### config.mk
export PLATFORM = sky130hd
export DESIGN_NAME = writeback_arbiter_flat
export DESIGN_NICKNAME = d
export VERILOG_FILES = /design/src/rtl/writeback_arbiter_pkg.sv /design/src/rtl/writeback_arbiter_if.sv /design/src/rtl/writeback_arbiter_fifo.sv /design/src/rtl/writeback_arbiter.sv /design/src/flat_wrapper.sv
export SDC_FILE = /design/constraint.sdc
export NUM_CORES = 1
export LEC_CHECK = 0
export ABC_AREA = 1
export CAP_MARGIN = 15
export CORE_UTILIZATION = 55
export CTS_CLUSTER_DIAMETER = 150
export DETAILED_ROUTE_END_ITERATION = 10
export GPL_TIMING_DRIVEN = 1
export PLACE_DENSITY = 0.8
export SLEW_MARGIN = 20
export SYNTH_ARGS = -nofsm -noshare
export SYNTH_HDL_FRONTEND = slang
export SYNTH_SLANG_ARGS = --single-unit
### constraint.sdc
create_clock -name clock -period 3.5 [get_ports clock]
set_clock_uncertainty 0.05 [all_clocks]
set_input_delay 0.875 -clock clock [delete_from_list [all_inputs] [get_ports clock]]
set_output_delay 0.875 -clock clock [all_outputs]
set_load 0.02 [all_outputs]
### src/rtl/writeback_arbiter_pkg.sv
// Shared types and constants for the register-file writeback path.
//   DATA_W     : register data width
//   REG_AW     : register address width
//   NUM_REGS   : architectural register count
//   wb_entry_t : one pending register write {rd, data}
//   reg_onehot : one-hot of a destination register (x0 never sets a bit)
package cpu_wb_pkg;

  localparam int unsigned DATA_W   = 32;
  localparam int unsigned REG_AW   = 5;
  localparam int unsigned NUM_REGS = 32;

  typedef struct packed {
    logic [REG_AW-1:0] rd;
    logic [DATA_W-1:0] data;
  } wb_entry_t;

  function automatic logic [NUM_REGS-1:0] reg_onehot(input logic [REG_AW-1:0] r);
    logic [NUM_REGS-1:0] m;
    m = '0;
    if (r != '0) m[r] = 1'b1;
    return m;
  endfunction

endpackage

### src/rtl/writeback_arbiter_if.sv
// Bundle of the writeback arbiter's producer and register-file signals.
//   ALU source    : alu_valid, alu_rd, alu_data -> alu_stall
//   multdiv source: md_valid, md_rd, md_data    -> md_ready
//   write port    : ctrl_writeEnable, ctrl_writeReg, data_writeReg
//   status        : pending_mask, queue_count
// Modports: slave (the arbiter), master (producers / register file side).
interface writeback_arbiter_if #(
  parameter int unsigned DEPTH = 4
);
  import cpu_wb_pkg::*;

  localparam int unsigned CW = $clog2(DEPTH) + 1;

  logic                alu_valid;
  logic [REG_AW-1:0]   alu_rd;
  logic [DATA_W-1:0]   alu_data;
  logic                alu_stall;

  logic                md_valid;
  logic [REG_AW-1:0]   md_rd;
  logic [DATA_W-1:0]   md_data;
  logic                md_ready;

  logic                ctrl_writeEnable;
  logic [REG_AW-1:0]   ctrl_writeReg;
  logic [DATA_W-1:0]   data_writeReg;
  logic [NUM_REGS-1:0] pending_mask;
  logic [CW-1:0]       queue_count;

  modport slave (
    input  alu_valid, alu_rd, alu_data, md_valid, md_rd, md_data,
    output alu_stall, md_ready, ctrl_writeEnable, ctrl_writeReg, data_writeReg,
           pending_mask, queue_count
  );

  modport master (
    output alu_valid, alu_rd, alu_data, md_valid, md_rd, md_data,
    input  alu_stall, md_ready, ctrl_writeEnable, ctrl_writeReg, data_writeReg,
           pending_mask, queue_count
  );

endinterface

### src/rtl/writeback_arbiter_fifo.sv
// wb_fifo: synchronous FIFO of wb_entry_t holding completed multdiv results.
//   clk, rst_n     : clock, asynchronous active-low reset
//   push, din      : enqueue (ignored when full)
//   pop, dout      : dequeue head (ignored when empty); dout is the current head
//   count/full/empty : registered occupancy
//   mem_nxt/vld_nxt  : next-edge slot contents and occupancy, so the owner can
//                      register a summary of the queue in step with it
module wb_fifo
  import cpu_wb_pkg::*;
#(
  parameter int unsigned DEPTH = 4
) (
  input  logic                      clk,
  input  logic                      rst_n,
  input  logic                      push,
  input  wb_entry_t                 din,
  input  logic                      pop,
  output wb_entry_t                 dout,
  output logic [$clog2(DEPTH):0]    count,
  output logic                      full,
  output logic                      empty,
  output wb_entry_t [DEPTH-1:0]     mem_nxt,
  output logic [DEPTH-1:0]          vld_nxt
);

  localparam int unsigned PW = $clog2(DEPTH);

  wb_entry_t [DEPTH-1:0] mem_q, mem_d;
  logic [DEPTH-1:0]      vld_q, vld_d;
  logic [PW-1:0]         wr_q, wr_d, rd_q, rd_d;
  logic [PW:0]           count_q, count_d;
  logic                  do_push, do_pop;

  always_comb begin
    do_push = push && (count_q != DEPTH[PW:0]);
    do_pop  = pop && (count_q != '0);
    mem_d   = mem_q;
    vld_d   = vld_q;
    wr_d    = wr_q;
    rd_d    = rd_q;
    count_d = count_q;
    if (do_pop) begin
      vld_d[rd_q] = 1'b0;
      rd_d        = rd_q + PW'(1);
    end
    if (do_push) begin
      mem_d[wr_q] = din;
      vld_d[wr_q] = 1'b1;
      wr_d        = wr_q + PW'(1);
    end
    case ({do_push, do_pop})
      2'b10:   count_d = count_q + (PW+1)'(1);
      2'b01:   count_d = count_q - (PW+1)'(1);
      default: count_d = count_q;
    endcase
  end

  always_ff @(posedge clk or negedge rst_n) begin
    if (!rst_n) begin
      mem_q   <= '0;
      vld_q   <= '0;
      wr_q    <= '0;
      rd_q    <= '0;
      count_q <= '0;
    end else begin
      mem_q   <= mem_d;
      vld_q   <= vld_d;
      wr_q    <= wr_d;
      rd_q    <= rd_d;
      count_q <= count_d;
    end
  end

  assign dout    = mem_q[rd_q];
  assign count   = count_q;
  assign full    = (count_q == DEPTH[PW:0]);
  assign empty   = (count_q == '0);
  assign mem_nxt = mem_d;
  assign vld_nxt = vld_d;

endmodule

### src/rtl/writeback_arbiter.sv
// writeback_arbiter: merges single-cycle ALU results and queued multdiv
// results onto one registered register-file write port.
//   clock, ctrl_reset_n : clock, asynchronous active-low reset
//   wb (slave)          : ALU/multdiv sources, write port, pending_mask,
//                         queue_count
// The ALU normally wins the port; the multdiv queue drains in idle ALU cycles
// and is forced out (stalling the ALU) after STARVE_LIMIT consecutive losses.
module writeback_arbiter
  import cpu_wb_pkg::*;
#(
  parameter int unsigned DEPTH        = 4,
  parameter int unsigned STARVE_LIMIT = 4
) (
  input  logic                clock,
  input  logic                ctrl_reset_n,
  writeback_arbiter_if.slave  wb
);

  localparam int unsigned CW = $clog2(DEPTH) + 1;
  localparam int unsigned SW = $clog2(STARVE_LIMIT + 1);

  logic [CW-1:0]         count;
  logic                  full, empty;
  wb_entry_t             head, md_entry;
  wb_entry_t [DEPTH-1:0] slot_nxt;
  logic [DEPTH-1:0]      vld_nxt;
  logic                  force_pop, alu_take, md_push, pop;

  logic                  we_q, we_d;
  logic [REG_AW-1:0]     wreg_q, wreg_d;
  logic [DATA_W-1:0]     wdata_q, wdata_d;
  logic [NUM_REGS-1:0]   pending_q, pending_d;
  logic [SW-1:0]         starve_q, starve_d;

  assign md_entry = '{rd: wb.md_rd, data: wb.md_data};

  wb_fifo #(.DEPTH(DEPTH)) u_fifo (
    .clk     (clock),
    .rst_n   (ctrl_reset_n),
    .push    (md_push),
    .din     (md_entry),
    .pop     (pop),
    .dout    (head),
    .count   (count),
    .full    (full),
    .empty   (empty),
    .mem_nxt (slot_nxt),
    .vld_nxt (vld_nxt)
  );

  always_comb begin
    force_pop    = (starve_q == SW'(STARVE_LIMIT)) && !empty;
    wb.alu_stall = force_pop && wb.alu_valid;
    // full is decoded from the registered count only: no same-cycle pass-through.
    wb.md_ready  = !full;
    alu_take     = wb.alu_valid && !wb.alu_stall && (wb.alu_rd != '0);
    md_push      = wb.md_valid && wb.md_ready && (wb.md_rd != '0);

    pop       = 1'b0;
    we_d      = 1'b0;
    wreg_d    = '0;
    wdata_d   = '0;
    starve_d  = '0;
    if (force_pop) begin
      pop     = 1'b1;
      we_d    = 1'b1;
      wreg_d  = head.rd;
      wdata_d = head.data;
    end else if (alu_take) begin
      we_d    = 1'b1;
      wreg_d  = wb.alu_rd;
      wdata_d = wb.alu_data;
      if (!empty)
        starve_d = (starve_q == SW'(STARVE_LIMIT)) ? starve_q : starve_q + SW'(1);
    end else if (!empty) begin
      pop     = 1'b1;
      we_d    = 1'b1;
      wreg_d  = head.rd;
      wdata_d = head.data;
    end

    // Built from the queue's next-edge contents so the mask moves with it.
    pending_d = we_d ? reg_onehot(wreg_d) : '0;
    for (int unsigned i = 0; i < DEPTH; i++) begin
      if (vld_nxt[i]) pending_d = pending_d | reg_onehot(slot_nxt[i].rd);
    end
  end

  always_ff @(posedge clock or negedge ctrl_reset_n) begin
    if (!ctrl_reset_n) begin
      we_q      <= 1'b0;
      wreg_q    <= '0;
      wdata_q   <= '0;
      pending_q <= '0;
      starve_q  <= '0;
    end else begin
      we_q      <= we_d;
      wreg_q    <= wreg_d;
      wdata_q   <= wdata_d;
      pending_q <= pending_d;
      starve_q  <= starve_d;
    end
  end

  assign wb.ctrl_writeEnable = we_q;
  assign wb.ctrl_writeReg    = wreg_q;
  assign wb.data_writeReg    = wdata_q;
  assign wb.pending_mask     = pending_q;
  assign wb.queue_count      = count;

endmodule

### src/flat_wrapper.sv
// flat-port wrapper written by rule: the top's interface ports become plain ports
module writeback_arbiter_flat import cpu_wb_pkg::*;
#(
  parameter int unsigned DEPTH        = 4,
  parameter int unsigned STARVE_LIMIT = 4
)
  (clock, ctrl_reset_n, wb_alu_valid, wb_alu_rd, wb_alu_data, wb_md_valid, wb_md_rd, wb_md_data, wb_alu_stall, wb_md_ready, wb_ctrl_writeEnable, wb_ctrl_writeReg, wb_data_writeReg, wb_pending_mask, wb_queue_count);
  writeback_arbiter_if #(.DEPTH(DEPTH)) wb_i ();
  input  logic clock;
  input  logic ctrl_reset_n;
  input wire logic [$bits(wb_i.alu_valid)-1:0] wb_alu_valid;
  input wire logic [$bits(wb_i.alu_rd)-1:0] wb_alu_rd;
  input wire logic [$bits(wb_i.alu_data)-1:0] wb_alu_data;
  input wire logic [$bits(wb_i.md_valid)-1:0] wb_md_valid;
  input wire logic [$bits(wb_i.md_rd)-1:0] wb_md_rd;
  input wire logic [$bits(wb_i.md_data)-1:0] wb_md_data;
  output wire logic [$bits(wb_i.alu_stall)-1:0] wb_alu_stall;
  output wire logic [$bits(wb_i.md_ready)-1:0] wb_md_ready;
  output wire logic [$bits(wb_i.ctrl_writeEnable)-1:0] wb_ctrl_writeEnable;
  output wire logic [$bits(wb_i.ctrl_writeReg)-1:0] wb_ctrl_writeReg;
  output wire logic [$bits(wb_i.data_writeReg)-1:0] wb_data_writeReg;
  output wire logic [$bits(wb_i.pending_mask)-1:0] wb_pending_mask;
  output wire logic [$bits(wb_i.queue_count)-1:0] wb_queue_count;
  assign wb_i.alu_valid = wb_alu_valid;
  assign wb_i.alu_rd = wb_alu_rd;
  assign wb_i.alu_data = wb_alu_data;
  assign wb_i.md_valid = wb_md_valid;
  assign wb_i.md_rd = wb_md_rd;
  assign wb_i.md_data = wb_md_data;
  assign wb_alu_stall = wb_i.alu_stall;
  assign wb_md_ready = wb_i.md_ready;
  assign wb_ctrl_writeEnable = wb_i.ctrl_writeEnable;
  assign wb_ctrl_writeReg = wb_i.ctrl_writeReg;
  assign wb_data_writeReg = wb_i.data_writeReg;
  assign wb_pending_mask = wb_i.pending_mask;
  assign wb_queue_count = wb_i.queue_count;
  writeback_arbiter #(.DEPTH(DEPTH), .STARVE_LIMIT(STARVE_LIMIT)) u_core (.clock(clock), .ctrl_reset_n(ctrl_reset_n), .wb(wb_i));
endmodule
[Word level (Yosys, flattened, before mapping)]
Cells that the tools add are included.
Cells by class
  $add $sub $neg: 5
  order comparisons: 14
  eq/ne operators: 6
  muxes and demuxes: 52
  bitwise gates (word level): 7
  reduce and logical (&&, ||, !) cells: 28
Operators by type and width (number)
  32-bit 2-to-1 mux: 17
  148-bit bitwise mux: 1
  148-bit 2-to-1 mux: 1
  32-bit OR: 4
  37-bit binary-select mux with 2-bit select: 1
  37-bit demux with 2-bit select: 1
  37-bit 2-to-1 mux: 2
  5-bit nonzero test: 7
  5-bit by 6-bit less-than comparator with 1-bit output (second input constant): 5
  1-bit demux with 5-bit select: 5
  5-bit by 1-bit greater-or-equal comparator with 1-bit output (second input constant): 5
  1-bit logical AND: 15
  5-bit 2-to-1 mux: 3
  1-bit 2-to-1 mux: 12
  3-bit 2-to-1 mux: 4
  4-bit 2-to-1 mux: 2
  3-bit by 1-bit adder with 3-bit output (second input constant): 2
  3-bit equality test (second input constant): 2
  2-bit by 3-bit less-than comparator with 1-bit output (second input constant): 2
  3-bit case mux with 2 select lines: 1
  2-bit by 1-bit adder with 2-bit output (second input constant): 2
  4-bit AND: 1
  1-bit demux with 2-bit select: 2
  2-bit by 1-bit greater-or-equal comparator with 1-bit output (second input constant): 2
  11 further kinds: 13
Word-level totals
  flip-flop bits (word level): 232
  input port bits: 78
  output and inout port bits: 75
  logic and storage cells: 129

[Longest topological paths before layout]
Gate-level depths: netlist (run 1).
  word-level depth: 23
  depth in mapped cells: 16
  depth with buffers taken out: 15

[By module]
Synthesis (run 1) repeated with hierarchy kept, for this count alone.
Second synthesis, totals
  cell total of the unflattened synthesis: 1511
  area, all modules: 11832.6 um2
By module, submodules not included
  wb_fifo: instances 1, cells an instance 980, area an instance 7852.5 um2, sequential area each 3978.8 um2
  writeback_arbiter: instances 1, cells an instance 531, area an instance 3980.1 um2, sequential area each 1826.8 um2

[Least setup slack after synthesis (run 1)]
Ideal clock, no wire load.
  path type: input-to-reg
  start point: in wb_alu_rd[0]
  end point: reg u_core.u_fifo.count_q[2] (netlist: u_core.u_fifo.count[2])
  library setup time: 0.131 ns
  arrival time: 2.704 ns
  required time: 3.319 ns
  slack: 0.615 ns
  stages: 13
  buffers on the path: 2
  cells stage by stage: nor2_1 -> nand3_1 -> nand3_4 -> buf_4 -> nand2_1 -> inv_2 -> buf_2 -> ha_1 -> inv_1 -> fa_1 -> a21oi_1 -> o21ai_0 -> xor2_1
Between the ends
  word-level cells in the longest chain between the ends: 7
Ends and longest elaborated chain
  start, declared: RTL line flat_wrapper.sv:12  | input wire logic [$bits(wb_i.alu_rd)-1:0] wb_alu_rd;
  5-bit nonzero test *: RTL line writeback_arbiter.sv:56  | alu_take = wb.alu_valid && !wb.alu_stall && (wb.alu_rd != '0);
  1-bit logical AND *: RTL line writeback_arbiter.sv:56
  1-bit 2-to-1 mux *: RTL line writeback_arbiter.sv:69  | end else if (alu_take) begin
  1-bit 2-to-1 mux *: RTL line writeback_arbiter.sv:64  | if (force_pop) begin
  1-bit logical AND *: RTL line writeback_arbiter_fifo.sv:36  | do_pop = pop && (count_q != '0);
  2-bit by 1-bit equality test with 1-bit output / 2-bit equality test (equally long branches): RTL line writeback_arbiter_fifo.sv:51  | case ({do_push, do_pop})
  3-bit case mux with 2 select lines / 2-bit nonzero test (equally long branches)
  end signal, assigned: RTL line writeback_arbiter_fifo.sv:70  | count_q <= count_d;
  end, declared: RTL line writeback_arbiter_fifo.sv:31  | logic [PW:0] count_q, count_d;
Every way passes the cells marked *; elsewhere a longest branch is shown, timed or not.
A chain may end at the register's enable or synchronous reset.

[Final worst setup path (run 1)]
  start point: in wb_alu_valid
  end point: out wb_alu_stall
Between the ends
  word-level cells in the longest chain between the ends: 1
Ends and longest elaborated chain
  start, declared: RTL line flat_wrapper.sv:11  | input wire logic [$bits(wb_i.alu_valid)-1:0] wb_alu_valid;
  1-bit logical AND: RTL line writeback_arbiter.sv:53  | wb.alu_stall = force_pop && wb.alu_valid;
  end, declared: RTL line flat_wrapper.sv:17  | output wire logic [$bits(wb_i.alu_stall)-1:0] wb_alu_stall;
Every way passes these cells.

==> results of run 1 <==
## path summary, 6_finish.rpt
path / start / to / slack [ns] / cells after the start
max in group asynchronous: ctrl_reset_n / asynchronous set/reset pin / 2.19 / 2
worst max register to register: u_core.u_fifo.rd_q[0]$_DFFE_PN0N_ / u_core.wb.pending_mask[25]$_DFF_PN0_ / 0.71 / 12
worst min register to register: flop / flop / 0.43 / 2
worst max-delay path: wb_alu_valid / wb_alu_stall / 0.33 / 4
min in group clock: flop / flop / 0.43 / 2
worst min-delay path: ctrl_reset_n / u_core.wb.pending_mask[0]$_DFF_PN0_ / 0.28 / 1
## through the flow
step | std cells | area [um2]
final | 1864 | 13970
after global routing | 1864 | 13970
after CTS | 1864 | 13970
after detailed placement | 1819 | 13090
after global placement | 1819 | 13090
after floorplan | 1445 | 11340
## kinds of logic after synthesis
logic type	count (synthesis)	synth area share (%)
AND/OR/NAND/NOR	712	25.68
AO/OA/AOI/OAI	290	14.43
flip-flops	232	51.19
buffers and inverters	193	6.884
adder cells (fa/ha/maj)	12	1.390
XOR/XNOR	5	0.3862
other	1	0.03307
## per-layer routing
metal | global-route usage [%] | share of wire [%]
met5 | 0 | 0
met4 | 9.421 | 3.1
met3 | 4.545 | 7.6
met2 | 49.40 | 48
met1 | 41.60 | 42
## synthesized netlist by cell type, drive strengths merged
library cell	instances
nand2	352
nor2	269
dfrtp	232
o21ai	216
inv	123
nand3	75
clkbuf	43
a22o	32
o22ai	32
buf	26
nand4	12
ha	11
a21oi	9
nor3	4
xor2	3
xnor2	2
a21boi	1
clkinv	1
conb	1
fa	1
## report_power, final
| group | internal, mW | switching, mW | total, mW |
|---|---|---|---|
| clock network | 1.74 | 1.08 | 2.82 |
| registers | 3.85 | 0.604 | 4.46 |
| logic | 2.13 | 4.10 | 6.23 |
## layout make-up
class | count | area share [%]
well taps | 270 | 2.418
flip-flops and latches | 232 | 41.56
multi-input cells | 1020 | 34.10
clock inverters | 9 | 1.146
clock buffers | 36 | 5.203
inverters | 124 | 3.340
repair buffers | 173 | 12.23
==> run metrics, run 1 <==
outcome finished clean; input/output buffers roughly 150; die area approximately 21000 um2; Worst Setup Path Type in2out; Root Buffer clkbuf_16; CTS resizes 0; share of layout cells above drive strength 1 under 10%; post-synthesis sequential area ratio between 50% and 60%; First-pass DRT Iterations 8; ANT nets after route 0; first-pass GRT wire length slightly above 50 mm; synthesis-stage register bit count roughly 230; Final setup viols 0; drt drc 0; commonest non-fill, non-tap cell in the layout nand2_1; Most common cell on crit path clkdlybuf4s50_1; Multi-input gate area between 4000 and 5000 um2; Post-Route WL 31.14 mm; Worst Path Arrival approximately 2.2 ns; Period Utilization, post-route around nine tenths; Final Hold Viols 0; final setup margin about 0.33 ns; Req. time, crit path between 2 and 3 ns; ant diodes 0; average size of a mapped cell slightly below 8 um2; hold crit path type in2async; Final #Nets roughly 1700; IO Count 153; cts bufs inserted 25; Rows 52; die height about 150 um; detail-routed net length per standard cell roughly 17 um; chip width 145.6 um; initial cell density of the core between 50 and 60%; Total GRT Usage a little under a third; startpoint class of the critical path input port; Layout area overhead 23.20%; register area between 5000 and 6000 um2; slew margin rel. a little over 50%; worst-skew pair later-pin latency 0.55 ns; Max-cap violations 0; Finished Core Util roughly 69%; Final min period between 3 and 4 ns; clk sinks about 230; most frequent cells in the layout nand2_1 (328), nor2_1 (260), dfrtp_1 (231), o21ai_0 (211), clkdlybuf4s50_1 (151); Syn Inst Count ~1400; Yosys cell types 35; Crit path max-delay family buffers and inverters; core box area slightly above 20000 um2; dpl ws 0.2852 ns; unrepaired setup endpoints after global routing no; Iteration-0 DRC Markers between 800 and 900; Reg clk slew, reported paths 0.06 ns; Worst-Margin Slew approximately 0.73 ns; H-tree depth 1; Worst path max stage delay 0.60 ns; worst vdd ir 0.6016 mV; post-CTS setup repair buffer count 0; area share of the largest cell type after synthesis roughly half; CTS tree done; cell area after synthesis 11340 um2; worst-path cell chain clkdlybuf4s50_1 > inv_1 > nor2_1 > clkdlybuf4s50_1; grt ovf 0; Ys Warns 0; f_max 315.7 MHz; max-slew violation count 0; number of hold buffers added after cts 0; DR vias between 10000 and 15000; Leakage 6.737 nW; Worst setup EP type output pin; Vias/cell around 5.6; CTS max path bufs 3; crit path buf inv count 3; Synth Net Count roughly 1500; Final Hold Slack 0.2831 ns; CP Max Fanout 5; most area-consuming cells after synthesis dfrtp_1 (51%), nand2_1 (11%), o21ai_0 (9.3%); pwr dens about 970 nW/um2; Crit-path slowest cell clkdlybuf4s50_1; largest net degree at the start of global routing between 90 and 100; hpwl dp around 21 mm; initial antenna violation count 0; Synth area leader dfrtp_1; final setup TNS 0 ns; RePlAce Congestion just over 1; fill count 1637; Final Power between 10 and 15 mW; vias in the first global route 9982
No activity file was read; power rests on OpenSTA's default activity.
==> run 2, diff against run 1 <==
--- a/config.mk
+++ b/config.mk
@@ -12,6 +12,7 @@
 export DETAILED_ROUTE_END_ITERATION = 10
 export GPL_TIMING_DRIVEN = 1
 export PLACE_DENSITY = 0.8
+export SETUP_SLACK_MARGIN = 0.3
 export SLEW_MARGIN = 20
 export SYNTH_ARGS = -nofsm -noshare
 export SYNTH_HDL_FRONTEND = slang
==> run 2 against run 1 <==
Net effect: core utilization about the same; power increased by 0.13%; final cell count stayed put; combinational power about the same; sequential power is essentially flat; clock power hardly changed; register-to-register slack lost 0.02 ns; die area unchanged; clock-buffer cell count did not move; non-clock buffer count is the same.
==> run metrics, run 2 (synthesized netlist as in run 1, its figures left out) <==
number of hold buffers added after cts 0 (unchanged); Worst path max stage delay 0.60 ns (about the same); f_max 355.5 MHz (+13%); max-slew violation count 0 (unchanged); final setup TNS 0 ns (unchanged); First-pass DRT Iterations 5 (-3); die area 21200 um2 (unchanged); Post-Route WL 31.23 mm (+0.29%); largest net degree at the start of global routing 92 (unchanged); pwr dens 967.6 nW/um2 (about the same); Rows 52 (unchanged); hold crit path type in2async; Period Utilization, post-route 80.37% (-10 points); Total GRT Usage 30.15% (unchanged); Most common cell on crit path nand2_1; core box area 20230 um2 (unchanged); share of layout cells above drive strength 1 7.591% (unchanged); worst vdd ir 0.6018 mV (about the same); Vias/cell 5.562 (+0.14%); Final min period 2.813 ns (-0.3544 ns); worst-skew pair later-pin latency 0.55 ns (about the same); Net Sw Power 5.797 mW (+0.27%); Crit path max-delay family simple AND/OR/NAND/NOR gates; Req. time, crit path 3.84 ns (+1.27 ns); worst-path cell chain buf_4 > nand2_1 > nand3_1 > nand2_1 > nand2_1 > nor2_1 > nor2_2 > inv_1 > nand2_1 > nor2_1 > nor2_1 > nand3_1; unrepaired setup endpoints after global routing no; chip width 145.6 um (unchanged); Final Power 13.53 mW (+0.13%); input/output buffers 152 (unchanged); Iteration-0 DRC Markers 853 (-1.2%); Leakage 6.762 nW (+0.37%); Clk pwr share 20.8% (about the same); DR vias 10368 (+0.14%); Final Hold Viols 0 (unchanged); cell internal pwr 7.729 mW (about the same); die height 145.6 um (unchanged); Worst-Margin Slew 0.7302 ns (-0.002829 ns); Worst Path Arrival 3.15 ns (+0.91 ns); CTS resizes 0 (unchanged); slew margin rel. 51.32% (+0.19 points); RePlAce Congestion 1.021 (unchanged); Final setup viols 0 (unchanged); CTS tree done; detail-routed net length per standard cell 16.75 um (+0.29%); H-tree depth 1 (unchanged); crit path buf inv count 2 (-1); startpoint class of the critical path flop; grt ovf 0 (unchanged); Worst setup EP type flop; Reg clk slew, reported paths 0.06 ns (about the same); Worst Setup Path Type reg2reg; initial cell density of the core 56.05% (unchanged); cts bufs inserted 25 (unchanged); CP Max Fanout 58 (+53); hpwl dp 20.78 mm (unchanged); first-pass GRT wire length 51.07 mm (unchanged); commonest non-fill, non-tap cell in the layout nand2_1; CTS max path bufs 3 (unchanged); ANT nets after route 0 (unchanged); switching portion of total power 42.86% (+0.059 points); Root Buffer clkbuf_16; outcome finished clean; ant diodes 0 (unchanged); Max-cap violations 0 (unchanged); clk sinks 232 (unchanged); combinational power share 46.2% (about the same); post-CTS setup repair buffer count 0 (unchanged); Crit-path slowest cell dfrtp_2; vias in the first global route 9982 (unchanged); most frequent cells in the layout nand2_1 (328), nor2_1 (260), dfrtp_1 (231), o21ai_0 (211), clkdlybuf4s50_1 (150); Final #Nets 1666 (unchanged); Layout area overhead 23.27% (about the same); drt drc 0 (unchanged); sequential share of power 33.0% (about the same); initial antenna violation count 0 (unchanged); IO Count 153 (unchanged)
run 2: final timing paths:
path / slack, ns / from / end / cells after the start
worst min register to register: 0.43 / flop / flop / 2
worst min-delay path: 0.28 / ctrl_reset_n / u_core.wb.pending_mask[0]$_DFF_PN0_ / 1
worst max register to register: 0.69 / u_core.u_fifo.rd_q[0]$_DFFE_PN0N_ / u_core.wb.pending_mask[25]$_DFF_PN0_ / 12
max in group asynchronous: 2.19 / ctrl_reset_n / asynchronous set/reset pin / 2
worst max-delay path: 0.69 / u_core.u_fifo.rd_q[0]$_DFFE_PN0N_ / u_core.wb.pending_mask[25]$_DFF_PN0_ / 12
min in group clock: 0.43 / flop / flop / 2
run 2: cell type report:
class,instances,area (um2)
clock buffer,36,726.9
clock inverter,9,160.2
fill,1636,6255
inverter,124,466.7
multi-input combinational,1020,4770
sequential,232,5807
tap,270,337.8
timing repair buffer,173,1712
run 2: power by group through the flow:
stage | clock network (mW) | registers, mW | logic (mW)
after floorplan | 0 | 4.75 | 3.66
after global placement | 0 | 4.45 | 6.02
after detailed placement | 0 | 4.49 | 6.12
after CTS | 2.86 | 4.45 | 6.16
after global routing | 2.97 | 4.59 | 6.87
final | 2.82 | 4.46 | 6.24
run 2: worst register-to-register path, stage by stage, from the launching register on:
cell and delay (ns):
dfrtp_2 0.60, buf_4 0.59, nand2_1 0.15, nand3_1 0.11, nand2_1 0.09, nand2_1 0.07
nor2_1 0.05, nor2_2 0.19, inv_1 0.12, nand2_1 0.32, nor2_1 0.07, nor2_1 0.12
nand3_1 0.13
run 2: routing by layer:
layer | routed length [um] | up-vias | track usage (%)
met5 | 0 | - | 0
met2 | 14870 | 450 | 49.40
met3 | 2513 | 77 | 4.545
li1 | - | 4926 | -
met1 | 12910 | 4915 | 41.60
met4 | 937 | 0 | 9.421
run 2: metrics by stage:
step / instances / hold slack [ns] / util (%) / setup WS (ns) / instance area (um2)
floorplan: 1445 / 0.3896 / - / 0.6152 / 11340
global placement: 1819 / 0.4044 / 64.67 / 0.3038 / 13090
detailed placement: 1819 / 0.4177 / 64.67 / 0.2852 / 13090
CTS: 1864 / 0.3313 / 69.05 / 0.3307 / 13970
global route: 1864 / 0.3015 / 69.09 / 0.5294 / 13980
finish: 1864 / 0.2828 / 69.09 / 0.6870 / 13980
==> run 3, diff against run 2 <==
==> constraint.sdc (replaced) <==
create_clock -name clock -period 2.9 [get_ports clock]
set_clock_uncertainty 0.05 [all_clocks]
set_input_delay 0.725 -clock clock [delete_from_list [all_inputs] [get_ports clock]]
set_output_delay 0.725 -clock clock [all_outputs]
set_load 0.02 [all_outputs]
==> run 3 against run 2 <==
Net effect: final area rose by 1.9%; core utilization rose by 1.3 points; critical path depth down 9; die area unchanged; global-route usage rose by 0.24 points; register-to-register slack lost 0.12 ns; via count increased by 1.5%; critical path type is now reg2out; largest power group unchanged; highest routed layer unchanged.
==> run metrics, run 3 (synthesized netlist as in run 1, its figures left out) <==
number of hold buffers added after cts 0 (unchanged); Final min period 2.534 ns; Crit-path slowest cell clkdlybuf4s50_1; switching portion of total power 42.81% (-0.044 points); commonest non-fill, non-tap cell in the layout nand2_1; initial antenna violation count 0 (unchanged); worst reg2reg startpoint u_core.u_fifo.count[0]$_DFFE_PN0P_; Final Power 16.47 mW (+22%); cts bufs inserted 26 (+4.0%); Net Sw Power 7.053 mW (+22%); H-tree depth 1 (unchanged); Clk pwr share 19.8% (-1.0 points); detail-routed net length per standard cell 16.86 um (+0.66%); setup slack, reg-to-reg 0.57 ns (-0.12 ns); Final setup viols 0 (unchanged); chip width 145.6 um (unchanged); worst vdd ir 0.7321 mV (+22%); largest net degree at the start of global routing 85 (-7.6%); placed instance count 1845 (+1.4%); Final Hold Viols 0 (unchanged); slew margin rel. 55.48% (+4.2 points); cell internal pwr 9.421 mW (+22%); Worst setup EP type output pin; first-pass GRT wire length 51.23 mm (+0.33%); grt ovf 0 (unchanged); DR vias 10521 (+1.5%); hpwl dp 21.06 mm (+1.4%); hold crit path type in2async; worst-skew pair later-pin latency 0.55 ns (about the same); input/output buffers 152 (unchanged); Rows 52 (unchanged); Period Utilization, post-route 87.38%; vias in the first global route 9953 (-0.29%); Layout area overhead 25.63%; CTS tree done; ant diodes 0 (unchanged); Final #Nets 1694 (+1.7%); area of placed instances 13380 um2 (+2.2%); most frequent cells in the layout nand2_1 (328), nor2_1 (260), dfrtp_1 (230), o21ai_0 (210), clkdlybuf4s50_1 (150); Leakage 6.894 nW (+2.0%); Req. time, crit path 2.12 ns (-1.72 ns); die height 145.6 um (unchanged); Vias/cell 5.564 (about the same); unrepaired setup endpoints after global routing no; ANT nets after route 0 (unchanged); post-route cell area 14250 um2 (+1.9%); IO Count 153 (unchanged); Root Buffer clkbuf_16; die area 21200 um2 (unchanged); Post-Route WL 31.89 mm (+2.1%); Worst Path Arrival 1.76 ns (-1.39 ns); Iteration-0 DRC Markers 937 (+9.8%); Worst-Margin Slew 0.6678 ns (-0.06240 ns); First-pass DRT Iterations 5 (unchanged); worst-path cell chain nor2_4 > nand2_1 > clkdlybuf4s50_1; FF-to-FF End u_core.wb.pending_mask[25]$_DFF_PN0_; final setup TNS 0 ns (unchanged); CP Max Fanout 4 (-93%); pwr dens 1156 nW/um2 (+20%); cells on worst reg2reg path 13 (+1); CTS max path bufs 3 (unchanged); clk sinks 232 (unchanged); core box area 20230 um2 (unchanged); initial cell density of the core 56.05% (unchanged); drt drc 0 (unchanged); Worst Setup Path Type reg2out; f_max 394.6 MHz; combinational power share 47.7% (+1.5 points); Max-cap violations 0 (unchanged); share of layout cells above drive strength 1 9.315% (+1.7 points); Worst path max stage delay 0.54 ns (-0.06 ns); Reg clk slew, reported paths 0.06 ns (about the same); Layout Cells excl Fill 1891 (+1.4%); outcome finished clean; max-slew violation count 0 (unchanged); sequential share of power 32.5% (-0.5 points); startpoint class of the critical path flop; RePlAce Congestion 0.9865 (-3.4%); Total GRT Usage 30.39% (+0.24 points); Finished Core Util 70.41% (+1.3 points)
## run 3: cell count changes in the layout (fill, tap and decap cells not counted), moves of 2 or more
| cell | delta |
|---|---|
| buf_12 | +7 |
| buf_4 | +20 |
| bufinv_16 | -3 |
| clkbuf_8 | +2 |
## run 3: timing repair
action / CTS / global route
setup buffers: 0 / 1
pin swaps: 1 / 1
gates resized for setup: 4 / 2
setup endpoints to repair: 1 / 2
## run 3: cell type report
cell class,instances,area (um2)
clock inverters,5,75.07
flip-flops and latches,232,5808
clock buffers,40,783.3
inverters,124,466.7
fillers,1623,5987
multi-input cells,1020,4782
well taps,270,337.8
repair buffers,200,1994
## run 3: power groups by stage
stage | Clock (mW) | Combinational (mW) | Sequential [mW]
final | 3.27 | 7.85 | 5.35
after global routing | 3.44 | 8.60 | 5.50
after CTS | 3.29 | 7.78 | 5.34
after detailed placement | 0 | 7.68 | 5.37
after global placement | 0 | 7.52 | 5.33
after floorplan | 0 | 4.43 | 5.73
## run 3: worst max path at each step
stage                     slack (ns)                                 end                               start
after floorplan                 0.33  u_core.u_fifo.count[2]$_DFFE_PN0P_                        wb_alu_rd[0]
after global placement          0.08  u_core.u_fifo.count[2]$_DFFE_PN0P_                        wb_alu_rd[0]
after global routing            0.30                         wb_md_ready  u_core.u_fifo.count[0]$_DFFE_PN0P_
final                           0.37                         wb_md_ready  u_core.u_fifo.count[0]$_DFFE_PN0P_
after CTS                       0.32                        wb_alu_stall  u_core.u_fifo.count[1]$_DFFE_PN0P_
after detailed placement        0.05  u_core.u_fifo.count[2]$_DFFE_PN0P_                        wb_alu_rd[0]
## run 3: per-layer routing
layer / GRT usage [%] / up-vias / part of all wire [%]
met1: 40.59 / 5003 / 41
met2: 51.13 / 472 / 48
met5: 0 / - / 0
li1: - / 4971 / -
met4: 9.684 / 0 / 2.9
met3: 4.671 / 75 / 7.5
## run 3: critical path, delay by kind of cell, from the launching register on
kind | cells | cell delay (ns)
buf+inv | 1 | 0.54
flops | 1 | 0.44
simple gates | 2 | 0.25
## run 3: through the flow
stage	setup slack (ns)	hold WS [ns]
2_1_floorplan	0.3278	0.3794
3_3_place_gp	0.07554	0.4108
3_5_place_dp	0.05220	0.4166
4_1_cts	0.3175	0.1663
5_1_grt	0.3015	0.1819
6_report	0.3661	0.1269
